## src/rtl/vga_sync_decoder_pkg.sv

```systemverilog
// Shared 640x480@60 timing constants and the lock state encoding.
// The sync generator uses the same constants, so the two always agree on geometry.
// Contents: VGA_* timing localparams, sync_state_t, and the timeout_ticks() helper.
package vga_sync_decoder_pkg;

    // Horizontal timing in pixel ticks. The line starts with the sync pulse,
    // followed by back porch, visible area and front porch.
    localparam int VGA_H_VISIBLE = 640;
    localparam int VGA_H_SYNC    = 96;
    localparam int VGA_H_BACK    = 48;
    localparam int VGA_H_TOTAL   = 800;

    // Vertical timing in lines, with the same ordering as horizontal.
    localparam int VGA_V_VISIBLE = 480;
    localparam int VGA_V_SYNC    = 2;
    localparam int VGA_V_BACK    = 33;
    localparam int VGA_V_TOTAL   = 525;

    typedef enum logic [1:0] {
        SEARCH = 2'd0,
        VERIFY = 2'd1,
        LOCKED = 2'd2
    } sync_state_t;

    // Line timeout threshold: two nominal lines without an hsync edge.
    // The line counter saturates at 2^bits-1. With the default 10-bit counter,
    // 1600 is not reachable, so the threshold is clamped to the saturation
    // value. This keeps the timeout reachable for any counter width.
    function automatic int timeout_ticks(input int h_total, input int bits);
        int cap;
        cap = (1 << bits) - 1;
        return (2 * h_total > cap) ? cap : 2 * h_total;
    endfunction

endpackage

```

## src/rtl/vga_sync_decoder_sync_edge_detect.sv

```systemverilog
// Purpose: 2-FF synchronizer, polarity normalize, and a pixEn-qualified leading-edge pulse.
// Latency: 2 mclk through the synchronizer, then the edge pulses on the next pixEn.
// Backpressure: none; this is a free-running sampler.
// Ports: mclk/reset (async active-low), pixEn tick, din raw sync, rise one-mclk edge pulse.
module sync_edge_detect
    import vga_sync_decoder_pkg::*;
#(
    parameter bit POL = 1'b0          // asserted level of din
) (
    input  logic mclk,
    input  logic reset,
    input  logic pixEn,
    input  logic din,
    output logic rise
);

    logic meta;
    logic synced;
    logic prev;

    always_ff @(posedge mclk or negedge reset) begin
        if (!reset) begin
            meta   <= 1'b0;
            synced <= 1'b0;
            prev   <= 1'b0;
        end else begin
            // Normalize at the first flop so that everything downstream sees asserted=1.
            meta   <= (din == POL);
            synced <= meta;
            // prev holds the level seen at the last pixel tick. Edges are
            // therefore measured in pixel time, not in mclk time.
            if (pixEn) begin
                prev <= synced;
            end
        end
    end

    assign rise = pixEn & synced & ~prev;

endmodule

```

## src/rtl/vga_sync_decoder.sv

```systemverilog
// Purpose: recover pixel coordinates and display enable from incoming HSYNC/VSYNC, and check timing and lock.
// Latency: sync edge = 2 mclk + next pixEn; coordinates registered 1 mclk after the count update.
// Backpressure: none; consumes every pixEn, and all status outputs are single-cycle pulses or levels.
// Ports: mclk, reset (async active-low), pixEn, hsync, vsync in;
//        x_pixel, y_pixel, vOn, frameStart, locked, timingErr, lineLen, frameLen out.
module vga_sync_decoder
    import vga_sync_decoder_pkg::*;
#(
    parameter int bitsPosicion = 10,
    parameter int H_VISIBLE    = VGA_H_VISIBLE,
    parameter int H_SYNC       = VGA_H_SYNC,
    parameter int H_BACK       = VGA_H_BACK,
    parameter int H_TOTAL      = VGA_H_TOTAL,
    parameter int V_VISIBLE    = VGA_V_VISIBLE,
    parameter int V_SYNC       = VGA_V_SYNC,
    parameter int V_BACK       = VGA_V_BACK,
    parameter int V_TOTAL      = VGA_V_TOTAL,
    parameter int SYNC_POL     = 0,
    parameter int LOCK_FRAMES  = 2
) (
    input  logic                    mclk,
    input  logic                    reset,
    input  logic                    pixEn,
    input  logic                    hsync,
    input  logic                    vsync,
    output logic [bitsPosicion-1:0] x_pixel,
    output logic [bitsPosicion-1:0] y_pixel,
    output logic                    vOn,
    output logic                    frameStart,
    output logic                    locked,
    output logic                    timingErr,
    output logic [bitsPosicion-1:0] lineLen,
    output logic [bitsPosicion-1:0] frameLen
);

    typedef logic [bitsPosicion-1:0] cnt_t;

    localparam cnt_t CNT_MAX      = {bitsPosicion{1'b1}};
    localparam cnt_t H_TOTAL_C    = cnt_t'(H_TOTAL);
    localparam cnt_t V_TOTAL_C    = cnt_t'(V_TOTAL);
    localparam cnt_t H_START      = cnt_t'(H_SYNC + H_BACK);
    localparam cnt_t H_END        = cnt_t'(H_SYNC + H_BACK + H_VISIBLE);
    localparam cnt_t V_START      = cnt_t'(V_SYNC + V_BACK);
    localparam cnt_t V_END        = cnt_t'(V_SYNC + V_BACK + V_VISIBLE);
    localparam cnt_t TIMEOUT_LAST = cnt_t'(timeout_ticks(H_TOTAL, bitsPosicion) - 1);
    localparam logic [7:0] GOOD_LAST = 8'(LOCK_FRAMES - 1);

    // ------------------------------------------------------------------
    // Input path
    // ------------------------------------------------------------------
    logic h_edge;
    logic v_edge;

    sync_edge_detect #(.POL(SYNC_POL != 0)) u_hsync_edge (
        .mclk  (mclk),
        .reset (reset),
        .pixEn (pixEn),
        .din   (hsync),
        .rise  (h_edge)
    );

    sync_edge_detect #(.POL(SYNC_POL != 0)) u_vsync_edge (
        .mclk  (mclk),
        .reset (reset),
        .pixEn (pixEn),
        .din   (vsync),
        .rise  (v_edge)
    );

    // ------------------------------------------------------------------
    // Line / frame counters
    // ------------------------------------------------------------------
    cnt_t h_count;
    cnt_t v_count;

    always_ff @(posedge mclk or negedge reset) begin
        if (!reset) begin
            h_count    <= '0;
            v_count    <= '0;
            lineLen    <= '0;
            frameLen   <= '0;
            frameStart <= 1'b0;
        end else begin
            frameStart <= v_edge;

            if (h_edge) begin
                lineLen <= h_count + 1'b1;
                h_count <= '0;
            end else if (pixEn && h_count != CNT_MAX) begin
                h_count <= h_count + 1'b1;
            end

            // A vsync edge normally lands on the same tick as an hsync edge.
            // The vsync edge takes priority, so the first line of a frame is line 0.
            if (v_edge) begin
                frameLen <= v_count + 1'b1;
                v_count  <= '0;
            end else if (h_edge && v_count != CNT_MAX) begin
                v_count <= v_count + 1'b1;
            end
        end
    end

    // ------------------------------------------------------------------
    // Timing checks
    // ------------------------------------------------------------------
    logic line_err;     // some line in the current frame had the wrong length
    logic first_line;   // the line in progress started while searching; do not judge it
    logic line_bad;
    logic frame_len_ok;
    logic timeout;

    assign line_bad     = h_edge & ~first_line & (h_count + 1'b1 != H_TOTAL_C);
    assign frame_len_ok = (v_count + 1'b1 == V_TOTAL_C);
    // Fires on the single tick where the counter reaches the threshold.
    // When saturated, the counter no longer matches, so this reports once per loss of signal.
    assign timeout      = pixEn & ~h_edge & (h_count == TIMEOUT_LAST);

    // ------------------------------------------------------------------
    // Lock state machine
    // ------------------------------------------------------------------
    sync_state_t state;
    logic [7:0]  good_cnt;

    always_ff @(posedge mclk or negedge reset) begin
        if (!reset) begin
            state      <= SEARCH;
            good_cnt   <= '0;
            line_err   <= 1'b0;
            first_line <= 1'b1;
            locked     <= 1'b0;
            timingErr  <= 1'b0;
        end else begin
            timingErr <= 1'b0;

            // The frame verdict at a vsync edge must include the line that ends
            // on that edge. That is why line_bad is also folded into the VERIFY decision below.
            if (v_edge) begin
                line_err <= 1'b0;
            end else if (line_bad) begin
                line_err <= 1'b1;
            end

            if (state == SEARCH) begin
                first_line <= 1'b1;
            end else if (h_edge) begin
                first_line <= 1'b0;
            end

            if (timeout) begin
                if (state != SEARCH) begin
                    timingErr <= 1'b1;
                end
                state  <= SEARCH;
                locked <= 1'b0;
            end else begin
                case (state)
                    SEARCH: begin
                        if (v_edge) begin
                            state    <= VERIFY;
                            good_cnt <= '0;
                        end
                    end
                    VERIFY: begin
                        if (v_edge) begin
                            if (!line_err && !line_bad && frame_len_ok) begin
                                if (good_cnt == GOOD_LAST) begin
                                    state  <= LOCKED;
                                    locked <= 1'b1;
                                end else begin
                                    good_cnt <= good_cnt + 1'b1;
                                end
                            end else begin
                                state     <= SEARCH;
                                timingErr <= 1'b1;
                            end
                        end
                    end
                    LOCKED: begin
                        if (line_bad || (v_edge && !frame_len_ok)) begin
                            state     <= SEARCH;
                            locked    <= 1'b0;
                            timingErr <= 1'b1;
                        end
                    end
                    default: begin
                        state  <= SEARCH;
                        locked <= 1'b0;
                    end
                endcase
            end
        end
    end

    // ------------------------------------------------------------------
    // Coordinates
    // ------------------------------------------------------------------
    logic h_act;
    logic v_act;

    assign h_act = (h_count >= H_START) && (h_count < H_END);
    assign v_act = (v_count >= V_START) && (v_count < V_END);

    // The counters only move on pixEn. Resampling every mclk therefore
    // holds the coordinates steady between ticks.
    always_ff @(posedge mclk or negedge reset) begin
        if (!reset) begin
            x_pixel <= '0;
            y_pixel <= '0;
            vOn     <= 1'b0;
        end else begin
            x_pixel <= h_act ? h_count - H_START : '0;
            y_pixel <= v_act ? v_count - V_START : '0;
            vOn     <= locked & h_act & v_act;
        end
    end

endmodule

```

## config.mk

```make
export PLATFORM = sky130hd
export DESIGN_NAME = vga_sync_decoder
export DESIGN_NICKNAME = d
export VERILOG_FILES = /design/src/rtl/vga_sync_decoder_pkg.sv /design/src/rtl/vga_sync_decoder_sync_edge_detect.sv /design/src/rtl/vga_sync_decoder.sv
export SDC_FILE = /design/constraint.sdc
export NUM_CORES = 1
export LEC_CHECK = 0
export CAP_MARGIN = 30
export CORE_ASPECT_RATIO = 1.5
export CORE_UTILIZATION = 60
export CTS_CLUSTER_DIAMETER = 200
export DETAILED_ROUTE_END_ITERATION = 8
export HOLD_SLACK_MARGIN = 0.06
export PLACE_DENSITY = 0.85
export SKIP_CTS_REPAIR_TIMING = 1
export SYNTH_ARGS = -nofsm -noshare
export SYNTH_HDL_FRONTEND = slang
export SYNTH_SLANG_ARGS = --single-unit
```

## constraint.sdc

```tcl
create_clock -name mclk -period 4.5 [get_ports mclk]
set_input_delay 0.45 -clock mclk [delete_from_list [all_inputs] [get_ports mclk]]
set_output_delay 0.45 -clock mclk [all_outputs]
set_load 0.01 [all_outputs]
```

==> flow_summary.yaml <==
outcome:
  outcome: "completed"
clock_network:
  cts_inserted_buffers: 9
  htreeDepth: 3
  cts-root-buf: "clkbuf_8"
  cts_buffer_depth: 2
  cts_tree: "yes"
  clk_pin_slew_worst_paths_ns: 0.08
  clk_latency_ns: 0.35
  cts_sinks: 82
timing:
  relSlewSlack: 0.3527
  setup_viol: 0
  slew_violations: 0
  fin_ws_ns: 1.340
  period_share: 0.7021
  clock_skew_ns: 0.01005
  rsz0062_at_grt: "no"
  finalHoldViolCount: 0
  min_period_ns: 3.160
  holdWs_ns: 0.3652
  max_freq_mhz: 316.5
  finalSetupTns_ns: 0
  worstMarginPinSlew_ns: 0.9584
worst_setup_path:
  worst-path-buf-inv: 0
  crit_path_end_kind: "register"
  critPathKind: "reg2reg"
  slowest_delay_ns: 0.61
  crit_arrival_ns: 3.43
  cp_top_family: "simple AND/OR/NAND/NOR gates"
  critPathMaxFanout: 11
  required_ns: 4.77
  slowest_stage: "or4_1"
  start_kind: "register"
  worstPathCellList: "ha_1 > and3_1 > nand4_1 > xor2_1 > o41ai_4 > nand3_1 > or4_1 > o211ai_1"
logic_synthesis:
  synth_top_family_by_area: "simple AND/OR/NAND/NOR gates"
  synth.most_common_cell: "dfrtp_1"
  synth-compound-area-share: 0.1120
  synthArstFlopShare: 1.000
  yosysSeqAreaShare: 0.4929
  synth_area_per_cell_um2: 9.195
  synth_mux_area_frac: 0.002403
  synth_top_cell_by_area: "dfrtp_1"
  synth_seq_cells: 82
  synthesis.area_mm2: 0.004165
  synth_top_cells_by_count: "dfrtp_1 (81), nand2_1 (58), nor2_1 (49)"
  synthFlopType: "dfrtp_1"
  synth.area.top_cells: "dfrtp_1 (49%), nand2_1 (5.2%), xnor2_1 (4.8%)"
  synth_edf_count: 0
  yosys.area_share.simple: 0.2283
  yosys_warnings: 0
  synth.distinct_cells: 50
  synthCells: 453
  synth_nets: 471
  synth_top_area_frac: 0.4866
  synthXorXnorAreaFrac: 0.07570
  synthAdderAreaFrac: 0.03905
final_layout:
  final_nets: 505
  area_growth_pct: 16.97
  drive_gt1_frac: 0.06098
  num-fill-cells: 494
  n_antenna_cell: 0
pwr:
  p_clk_frac: 0.289
  power_frac_comb: 0.227
  power_leakage_nw: 2.137
  vdd_drop_max_uv: 217.8
  p_seq_frac: 0.484
  switching_share: 0.3140
  switchingPower_w: 0.0005760
  p_int_w: 0.001259
  power_density_mw_per_mm2: 376.5
die:
  coreArea_mm2: 0.006621
  io_pins: 49
  die_h_um: 104.0
  die_x_um: 70.03
  die-area_mm2: 0.007286
  rows: 36
  start_util: 0.6291
global_routing:
  first_global_vias: 3274
  track_usage: 0.2679
  grt_max_degree: 52
  grt_pass1_wl_mm: 15.30
  antenna_found_initial: 0
  grt.overflow.total: 0
route:
  viasPerCell: 5.995
  drcViolationCount: 0
  wl_met1_mm: 3.640
  wirelength_mm: 9.180
  top_layer: "met4"
  drtPass1Iterations: 5
  drtIter0Drc: 300
  vias: 3405
  dr_wl_met2_mm: 4.758
  detail_route.wl_per_cell_um: 16.16
  ant_nets: 0
  met3_length_um: 481
min_path:
  min_path_type: "reg2reg"
placement:
  portBuffers: 48
  dp_hpwl_mm: 6.462
  pre_cts_slack_ns: 1.432
  place_congestion: 0.9276
flow_run:
  cap_violations: 0
## path summary, 6_finish.rpt
check                                             from                       endpoint  slack (ns)  depth (start not counted)
setup / recovery                h_count[0]$_DFFE_PN0P_        good_cnt[6]$_DFFE_PN0P_        1.34                          8
hold / removal             u_hsync_edge.meta$_DFF_PN0_  u_hsync_edge.synced$_DFF_PN0_        0.37                          0
min in group asynchronous                        reset         lineLen[3]$_DFFE_PN0P_        0.59                          2
max in group asynchronous                        reset         h_count[7]$_DFFE_PN0P_        3.34                          3
setup reg to reg                h_count[0]$_DFFE_PN0P_        good_cnt[6]$_DFFE_PN0P_        1.34                          8
hold reg to reg            u_hsync_edge.meta$_DFF_PN0_  u_hsync_edge.synced$_DFF_PN0_        0.37                          0
## metal layers
metal,vias to the layer above,global-route usage
met4,0,0.1486
met1,1617,0.3161
met3,31,0.05620
met5,-,0
met2,138,0.4499
li1,1619,-
## registers in the layout, summed over array words and instances, names as in the netlist, 2 cells and up
register,flops
h_count,10
y_pixel,10
lineLen,10
frameLen,10
v_count,10
state,2
x_pixel,10
good_cnt,8
## worst reg2reg max path: cells and delay by family (launching register included)
family	cells	cell delay [ns]
AOI/OAI and AO/OA	2	0.57
xor gates and xnor gates	1	0.22
adders and majority gates	1	0.29
DFF	1	0.50
and+or+nand+nor	4	1.50
## final cells by class
type | count | area (um^2) | area share
Sequential cell | 82 | 2053 | 0.4214
Clock buffer | 11 | 141.4 | 0.02902
Tap cell | 76 | 95.09 | 0.01952
Inverter | 20 | 75.07 | 0.01541
Multi-Input combinational cell | 319 | 1906 | 0.3911
Clock inverter | 5 | 53.80 | 0.01104
Timing Repair Buffer | 55 | 548.0 | 0.1125
## cells by family (layout without fill, tap and decap cells)
group	Yosys count	count (layout)
buffers and inverters	52	91
muxes	1	1
and+or+nand+nor	195	195
DFF	82	82
adders and majority gates	13	13
AOI/OAI and AO/OA	74	74
xor gates and xnor gates	36	36
## per-stage QoR
step           std cells  utilization  area [um^2]  power [W]
5_1_grt              568       0.7358         4872   0.001932
2_1_floorplan        453            -         4165   0.001161
3_3_place_gp         548       0.6992         4629   0.001288
4_1_cts              567       0.7343         4862   0.001842
6_report             568       0.7358         4872   0.001835
3_5_place_dp         551       0.7048         4667   0.001312
## placed cells by master, fill, tap and decap left out, types with 3 or more instances in the layout
cell type	count
nand2_1	58
and3_1	7
xnor2_1	23
nand3_1	16
a31oi_1	6
nand4_1	7
ha_1	13
clkbuf_8	10
dfrtp_1	81
inv_1	19
nor4_1	6
nor2b_1	5
nor2_1	49
xor2_1	13
or4_1	3
buf_4	4
nor3_1	15
a41oi_1	3
o211ai_1	3
clkdlybuf4s50_1	47
a21oi_1	18
or3_1	7
nand2b_1	5
clkinv_2	3
o21ai_0	29
## power groups by stage
| stage | sequential [W] | clock [W] | combinational [W] |
|---|---|---|---|
| final | 0.000889 | 0.000529 | 0.000417 |
| after global routing | 0.000898 | 0.000571 | 0.000463 |
| after CTS | 0.000886 | 0.000541 | 0.000416 |
| after detailed placement | 0.000900 | 0 | 0.000412 |
| after global placement | 0.000896 | 0 | 0.000392 |
| after floorplan | 0.000883 | 0 | 0.000278 |
No activity file was read; power rests on OpenSTA's default activity.
